## config.mk

```make
export PLATFORM = sky130hd
export DESIGN_NAME = bus_target_burst
export DESIGN_NICKNAME = d
export VERILOG_FILES = /design/src/rtl/bus_target_burst.sv
export SDC_FILE = /design/constraint.sdc
export NUM_CORES = 2
export LEC_CHECK = 0
export CAP_MARGIN = 40
export CORE_ASPECT_RATIO = 0.7
export CORE_MARGIN = 3
export CORE_UTILIZATION = 50
export DETAILED_ROUTE_END_ITERATION = 8
export GPL_TIMING_DRIVEN = 1
export PLACE_DENSITY = 0.62
export SLEW_MARGIN = 40
export SYNTH_ARGS = -nofsm -noshare
export SYNTH_HDL_FRONTEND = slang
export SYNTH_SLANG_ARGS = --single-unit
```

## constraint.sdc

```tcl
create_clock -name clk -period 7.5 [get_ports clk]
set_input_delay 1.5 -clock clk [delete_from_list [all_inputs] [get_ports clk]]
set_output_delay 1.5 -clock clk [all_outputs]
set_load 0.02 [all_outputs]
```

## src/rtl/bus_target_burst.sv

```systemverilog
// Memory-backed bus target: window decode, read wait states, incrementing bursts,
// error response on decode miss, and an inter-beat write timeout.
module bus_target_burst #(
    parameter int          DATA_WIDTH     = 8,
    parameter int          MEM_ADDR_WIDTH = 8,
    parameter logic [15:0] BASE_ADDR      = 16'h0000,
    parameter int          READ_LATENCY   = 1,
    parameter int          WR_TIMEOUT     = 16
) (
    input  logic                  clk,
    input  logic                  rst_n,
    input  logic [15:0]           target_addr_in,
    input  logic                  target_addr_in_valid,
    input  logic                  target_rw,
    input  logic [3:0]            target_burst_len,
    input  logic [DATA_WIDTH-1:0] target_data_in,
    input  logic                  target_data_in_valid,
    output logic [DATA_WIDTH-1:0] target_data_out,
    output logic                  target_data_out_valid,
    output logic                  target_ack,
    output logic                  target_err,
    output logic                  target_ready
);

    localparam int          DEPTH    = 1 << MEM_ADDR_WIDTH;
    localparam logic [15:0] LAT_INIT = (READ_LATENCY > 1) ? 16'(READ_LATENCY - 2) : 16'd0;
    localparam logic [15:0] TO_LIM   = 16'(WR_TIMEOUT);

    typedef enum logic [2:0] {IDLE, RD_WAIT, RD_BURST, WR_BURST, RESP_ERR} state_t;

    state_t                    state_q, state_d;
    logic [MEM_ADDR_WIDTH-1:0] addr_q, addr_d;
    logic [4:0]                left_q, left_d;
    logic [15:0]               cnt_q, cnt_d;
    logic [DATA_WIDTH-1:0]     dout_q, dout_d;
    logic                      dvld_q, dvld_d;
    logic                      ack_q, ack_d;
    logic                      err_q, err_d;
    logic                      ready_q, ready_d;

    logic [DATA_WIDTH-1:0]     mem [DEPTH];
    logic                      mem_we;
    logic [MEM_ADDR_WIDTH-1:0] mem_waddr;
    logic                      hit;

    assign hit = (target_addr_in >> MEM_ADDR_WIDTH) == (BASE_ADDR >> MEM_ADDR_WIDTH);

    always_comb begin
        state_d   = state_q;
        addr_d    = addr_q;
        left_d    = left_q;
        cnt_d     = cnt_q;
        dout_d    = dout_q;
        dvld_d    = 1'b0;
        ack_d     = 1'b0;
        err_d     = 1'b0;
        mem_we    = 1'b0;
        mem_waddr = addr_q;
        case (state_q)
            IDLE: begin
                if (target_addr_in_valid) begin
                    addr_d = target_addr_in[MEM_ADDR_WIDTH-1:0];
                    cnt_d  = 16'd0;
                    if (!hit) begin
                        state_d = RESP_ERR;
                    end else if (target_rw) begin
                        state_d = WR_BURST;
                        // A beat presented together with the command is committed immediately.
                        if (target_data_in_valid) begin
                            mem_we    = 1'b1;
                            mem_waddr = target_addr_in[MEM_ADDR_WIDTH-1:0];
                            addr_d    = target_addr_in[MEM_ADDR_WIDTH-1:0] + 1'b1;
                            left_d    = {1'b0, target_burst_len};
                        end else begin
                            left_d    = {1'b0, target_burst_len} + 5'd1;
                        end
                    end else begin
                        left_d = {1'b0, target_burst_len};
                        if (READ_LATENCY > 1) begin
                            state_d = RD_WAIT;
                            cnt_d   = LAT_INIT;
                        end else begin
                            state_d = RD_BURST;
                        end
                    end
                end
            end
            RD_WAIT: begin
                if (cnt_q == 16'd0) state_d = RD_BURST;
                else                cnt_d   = cnt_q - 16'd1;
            end
            RD_BURST: begin
                dout_d = mem[addr_q];
                dvld_d = 1'b1;
                addr_d = addr_q + 1'b1;
                if (left_q == 5'd0) begin
                    ack_d   = 1'b1;
                    state_d = IDLE;
                end else begin
                    left_d  = left_q - 5'd1;
                end
            end
            WR_BURST: begin
                if (left_q == 5'd0) begin
                    ack_d   = 1'b1;
                    state_d = IDLE;
                end else if (target_data_in_valid) begin
                    mem_we  = 1'b1;
                    addr_d  = addr_q + 1'b1;
                    left_d  = left_q - 5'd1;
                    cnt_d   = 16'd0;
                end else if (WR_TIMEOUT != 0 && (cnt_q + 16'd1) == TO_LIM) begin
                    // Master stalled too long: drop remaining beats and report an error.
                    ack_d   = 1'b1;
                    err_d   = 1'b1;
                    cnt_d   = 16'd0;
                    state_d = IDLE;
                end else if (WR_TIMEOUT != 0) begin
                    cnt_d   = cnt_q + 16'd1;
                end
            end
            RESP_ERR: begin
                ack_d   = 1'b1;
                err_d   = 1'b1;
                state_d = IDLE;
            end
            default: state_d = IDLE;
        endcase
        ready_d = (state_d == IDLE);
    end

    always_ff @(posedge clk or negedge rst_n) begin
        if (!rst_n) begin
            state_q <= IDLE;
            addr_q  <= '0;
            left_q  <= '0;
            cnt_q   <= '0;
            dout_q  <= '0;
            dvld_q  <= 1'b0;
            ack_q   <= 1'b0;
            err_q   <= 1'b0;
            ready_q <= 1'b1;
        end else begin
            state_q <= state_d;
            addr_q  <= addr_d;
            left_q  <= left_d;
            cnt_q   <= cnt_d;
            dout_q  <= dout_d;
            dvld_q  <= dvld_d;
            ack_q   <= ack_d;
            err_q   <= err_d;
            ready_q <= ready_d;
        end
    end

    // Storage is deliberately not reset so committed beats survive an abort.
    always_ff @(posedge clk) begin
        if (mem_we) mem[mem_waddr] <= target_data_in;
    end

    assign target_data_out       = dout_q;
    assign target_data_out_valid = dvld_q;
    assign target_ack            = ack_q;
    assign target_err            = err_q;
    assign target_ready          = ready_q;

endmodule

```

==> results.sh <==
export IMPL_period_share_pct=73.31
export IMPL_cts_buffer_depth=3
export IMPL_clkTransAtPathRegs_ps=60
export IMPL_p_sw_mw=5.038
export IMPL_rsz0062_at_grt="no"
export IMPL_port_buffers=44
export IMPL_critPathArrivalTime_ps=5940
export IMPL_slew_headroom_pct=38.04
export IMPL_synth_top_area_share_pct=73.78
export IMPL_antenna_found_initial=9
export IMPL_slew_violations=0
export IMPL_synth_area_um2=83350
export IMPL_cts_resized=0
export IMPL_initial_core_util_pct=50.68
export IMPL_firstDrtPassIters=6
export IMPL_p_sw_share_pct=21.32
export IMPL_cts_tree="built"
export IMPL_crit_required_ps=7940
export IMPL_layout_setup_ws_ps=2002
export IMPL_clock_insertion_delay_worst_skew_ps=820
export IMPL_rr_endpoint="mem[184][3]$_DFFE_PP_"
export IMPL_ioPinCount=45
export IMPL_coreArea_um2=164500
export IMPL_drc=0
export IMPL_async_reset_ff_share_pct=2.103
export IMPL_status="completed"
export IMPL_reg2regPathDepth=7
export IMPL_die_w_um=494.0
export IMPL_drtIter0Drc=7097
export IMPL_yosysMostFrequentCell="edfxtp_1"
export IMPL_clockPowerShare_pct=40.8
export IMPL_period_needed_ps=5498
export IMPL_finalWirelength_um=232000
export IMPL_min_to="left_q[0]$_DFFE_PN0P_"
export IMPL_core_rowCount=124
export IMPL_num_vias=42870
export IMPL_path_class="in2reg"
export IMPL_start_kind="input port"
export IMPL_place_ws_ps=1395
export IMPL_cts_made_buffers=185
export IMPL_worst_path_max_fanout=15
export IMPL_finalSetupTns_ps=0
export IMPL_yosysWarningCount=0
export IMPL_power_leakage_nw=27.92
export IMPL_synth_nets=4108
export IMPL_area_growth_syn_to_layout_pct=10.77
export IMPL_nNetsFinal=4180
export IMPL_ant_nets=0
export IMPL_clock_sinks=2092
export IMPL_setup_viol=0
export IMPL_first_global_vias=41310
export IMPL_floorplan_die_area_um2=171700
export IMPL_post_cts_buffers=0
export IMPL_worst_pin_slew_ps=906.0
export IMPL_ys_ff_latch=2092
export IMPL_ys_types=81
export IMPL_routedWlPerCell_um=35.63
export IMPL_maxCapViolCount=0
export IMPL_synth_common_cells="2,048 x edfxtp_1, 502 x mux4_2, 330 x nor2_1, 171 x mux2i_1"
export IMPL_cp_end_kind="flop"
export IMPL_finClkSkew_ps=25.24
export IMPL_syn_avg_cell_area_um2=20.49
export IMPL_synth_enable_flop_cells=2048
export IMPL_grt_start_max_net_pins=157
export IMPL_p_per_area_nw_per_um2=255.9
export IMPL_hpwl_um=140700
export IMPL_p_comb_share_pct=4.8
export IMPL_grt_overflow=0
export IMPL_netlist_instances=4069
export IMPL_gp_congestion=0.9128
export IMPL_hp_start="left_q[0]$_DFFE_PN0P_"
export IMPL_p_int_mw=18.59
export IMPL_layout_drive_gt1_share_pct=22.31
export IMPL_fmax_mhz=181.9
export IMPL_min_path_type="reg2reg"
export IMPL_hold_depth=2
export IMPL_die_height_um=347.6
export IMPL_ys_seq_area_share_pct=75.10
export IMPL_yosysTopAreaCell="edfxtp_1"
export IMPL_cts_hold_buf=0
export IMPL_seq_power_share_pct=54.3
export IMPL_grt_usage_pct=27.19
export IMPL_hold_viol_final=0
export IMPL_synthTopCellsByArea="edfxtp_1 74%, mux4_2 14%, mux2i_1 2.1%"
export IMPL_htree_levels=4
export IMPL_rr_startpoint="state_q[0]$_DFF_PN0_"
export IMPL_reg2reg_slack_ps=2370
export IMPL_cts_root_buf="clkbuf_16"
export IMPL_via_per_inst=6.585
export IMPL_grt_pass1_wl_um=328800
export IMPL_synth_ff_type="edfxtp_1"
export IMPL_max_vdd_ir_drop_mv=0.1970
## power groups by stage
stage / clock [mW] / combinational [mW] / sequential, mW
4_1_cts: 9.77 / 1.13 / 12.8
3_3_place_gp: 0 / 1.12 / 13.1
3_5_place_dp: 0 / 1.12 / 13.1
2_1_floorplan: 0 / 0.596 / 13.1
6_report: 9.65 / 1.14 / 12.8
5_1_grt: 10.3 / 1.19 / 12.8
## how the worst max path moves through the flow
stage	from	endpoint	slack, ps
3_3_place_gp	target_addr_in[9]	mem[37][4]$_DFFE_PP_	1220
4_1_cts	target_addr_in[13]	mem[184][4]$_DFFE_PP_	2300
3_5_place_dp	target_addr_in[13]	mem[184][6]$_DFFE_PP_	1390
5_1_grt	target_addr_in[9]	mem[184][3]$_DFFE_PP_	1960
6_report	target_addr_in[9]	mem[184][3]$_DFFE_PP_	2000
2_1_floorplan	target_addr_in[9]	mem[110][0]$_DFFE_PP_	3450
## state kept, by name, summed over array words and instances, names as in the netlist
register               flops
addr_q                     8
cnt_q                     16
left_q                     5
mem                     2048
state_q                    3
target_ack                 1
target_data_out            8
target_data_out_valid      1
target_err                 1
target_ready               1
## placed cells by master (no fill, tap or decap), types with 15 or more instances in the layout
cell type	count
clkinv_2	26
mux4_2	502
nand2_1	86
o22ai_1	28
clkbuf_1	41
nand2b_1	15
nor2_1	317
a22oi_1	35
o21ai_0	62
dfrtp_1	37
inv_1	15
buf_4	63
nand3_1	35
clkdlybuf4s50_1	35
or3_1	19
a21oi_1	78
nor3_1	28
buf_12	20
mux4_1	16
mux2_2	16
a221oi_1	31
edfxtp_1	2048
clkinv_1	39
bufinv_16	22
mux2i_1	171
clkbuf_16	188
or2_2	20
## cell type report
| class | instances | area (um2) |
|---|---|---|
| fillers | 12260 | 72130 |
| clock inverters | 117 | 1264 |
| diodes | 6 | 15.01 |
| inverters | 17 | 63.81 |
| multi-input cells | 1707 | 19200 |
| repair buffers | 138 | 1575 |
| flip-flops and latches | 2092 | 62620 |
| well taps | 2205 | 2759 |
| clock buffers | 228 | 4833 |
## worst max-delay path, cell delays in order
cell	delay, ps
clkdlybuf4s50_1	400
nor4_1	320
and2_1	330
and4_1	720
mux2i_1	820
nand2b_1	640
or2_2	580
nor2_1	600
## layer usage
| metal | vias to the layer above | wire length (um) | GRT usage, % |
|---|---|---|---|
| met2 | 2971 | 97080 | 36.43 |
| met5 | - | 14 | 0 |
| met4 | 2 | 6659 | 7.748 |
| met3 | 337 | 29390 | 7.499 |
| met1 | 22550 | 98830 | 43.57 |
| li1 | 17010 | - | - |
## logic make-up after synthesis
| family | share of synthesized area, % |
|---|---|
| AOI/OAI and AO/OA | 2.818 |
| xor gates and xnor gates | 0.2207 |
| adders and majority gates | 0.09006 |
| buffers and inverters | 2.010 |
| DFF | 75.10 |
| muxes | 16.34 |
| and+or+nand+nor | 3.421 |
## per-stage QoR
step / hold WS (ps) / total power [mW] / cells / util [%] / cell area, um2
floorplan: 465.3 / 13.68 / 4069 / - / 83350
global placement: 485.7 / 14.22 / 6148 / 52.20 / 85850
detailed placement: 531.6 / 14.22 / 6152 / 52.30 / 86010
CTS: 545.5 / 23.74 / 6497 / 56.01 / 92110
global route: 572.9 / 24.30 / 6505 / 56.14 / 92320
finish: 535.1 / 23.63 / 6510 / 56.14 / 92330
Power figures use the tool's default switching activity.
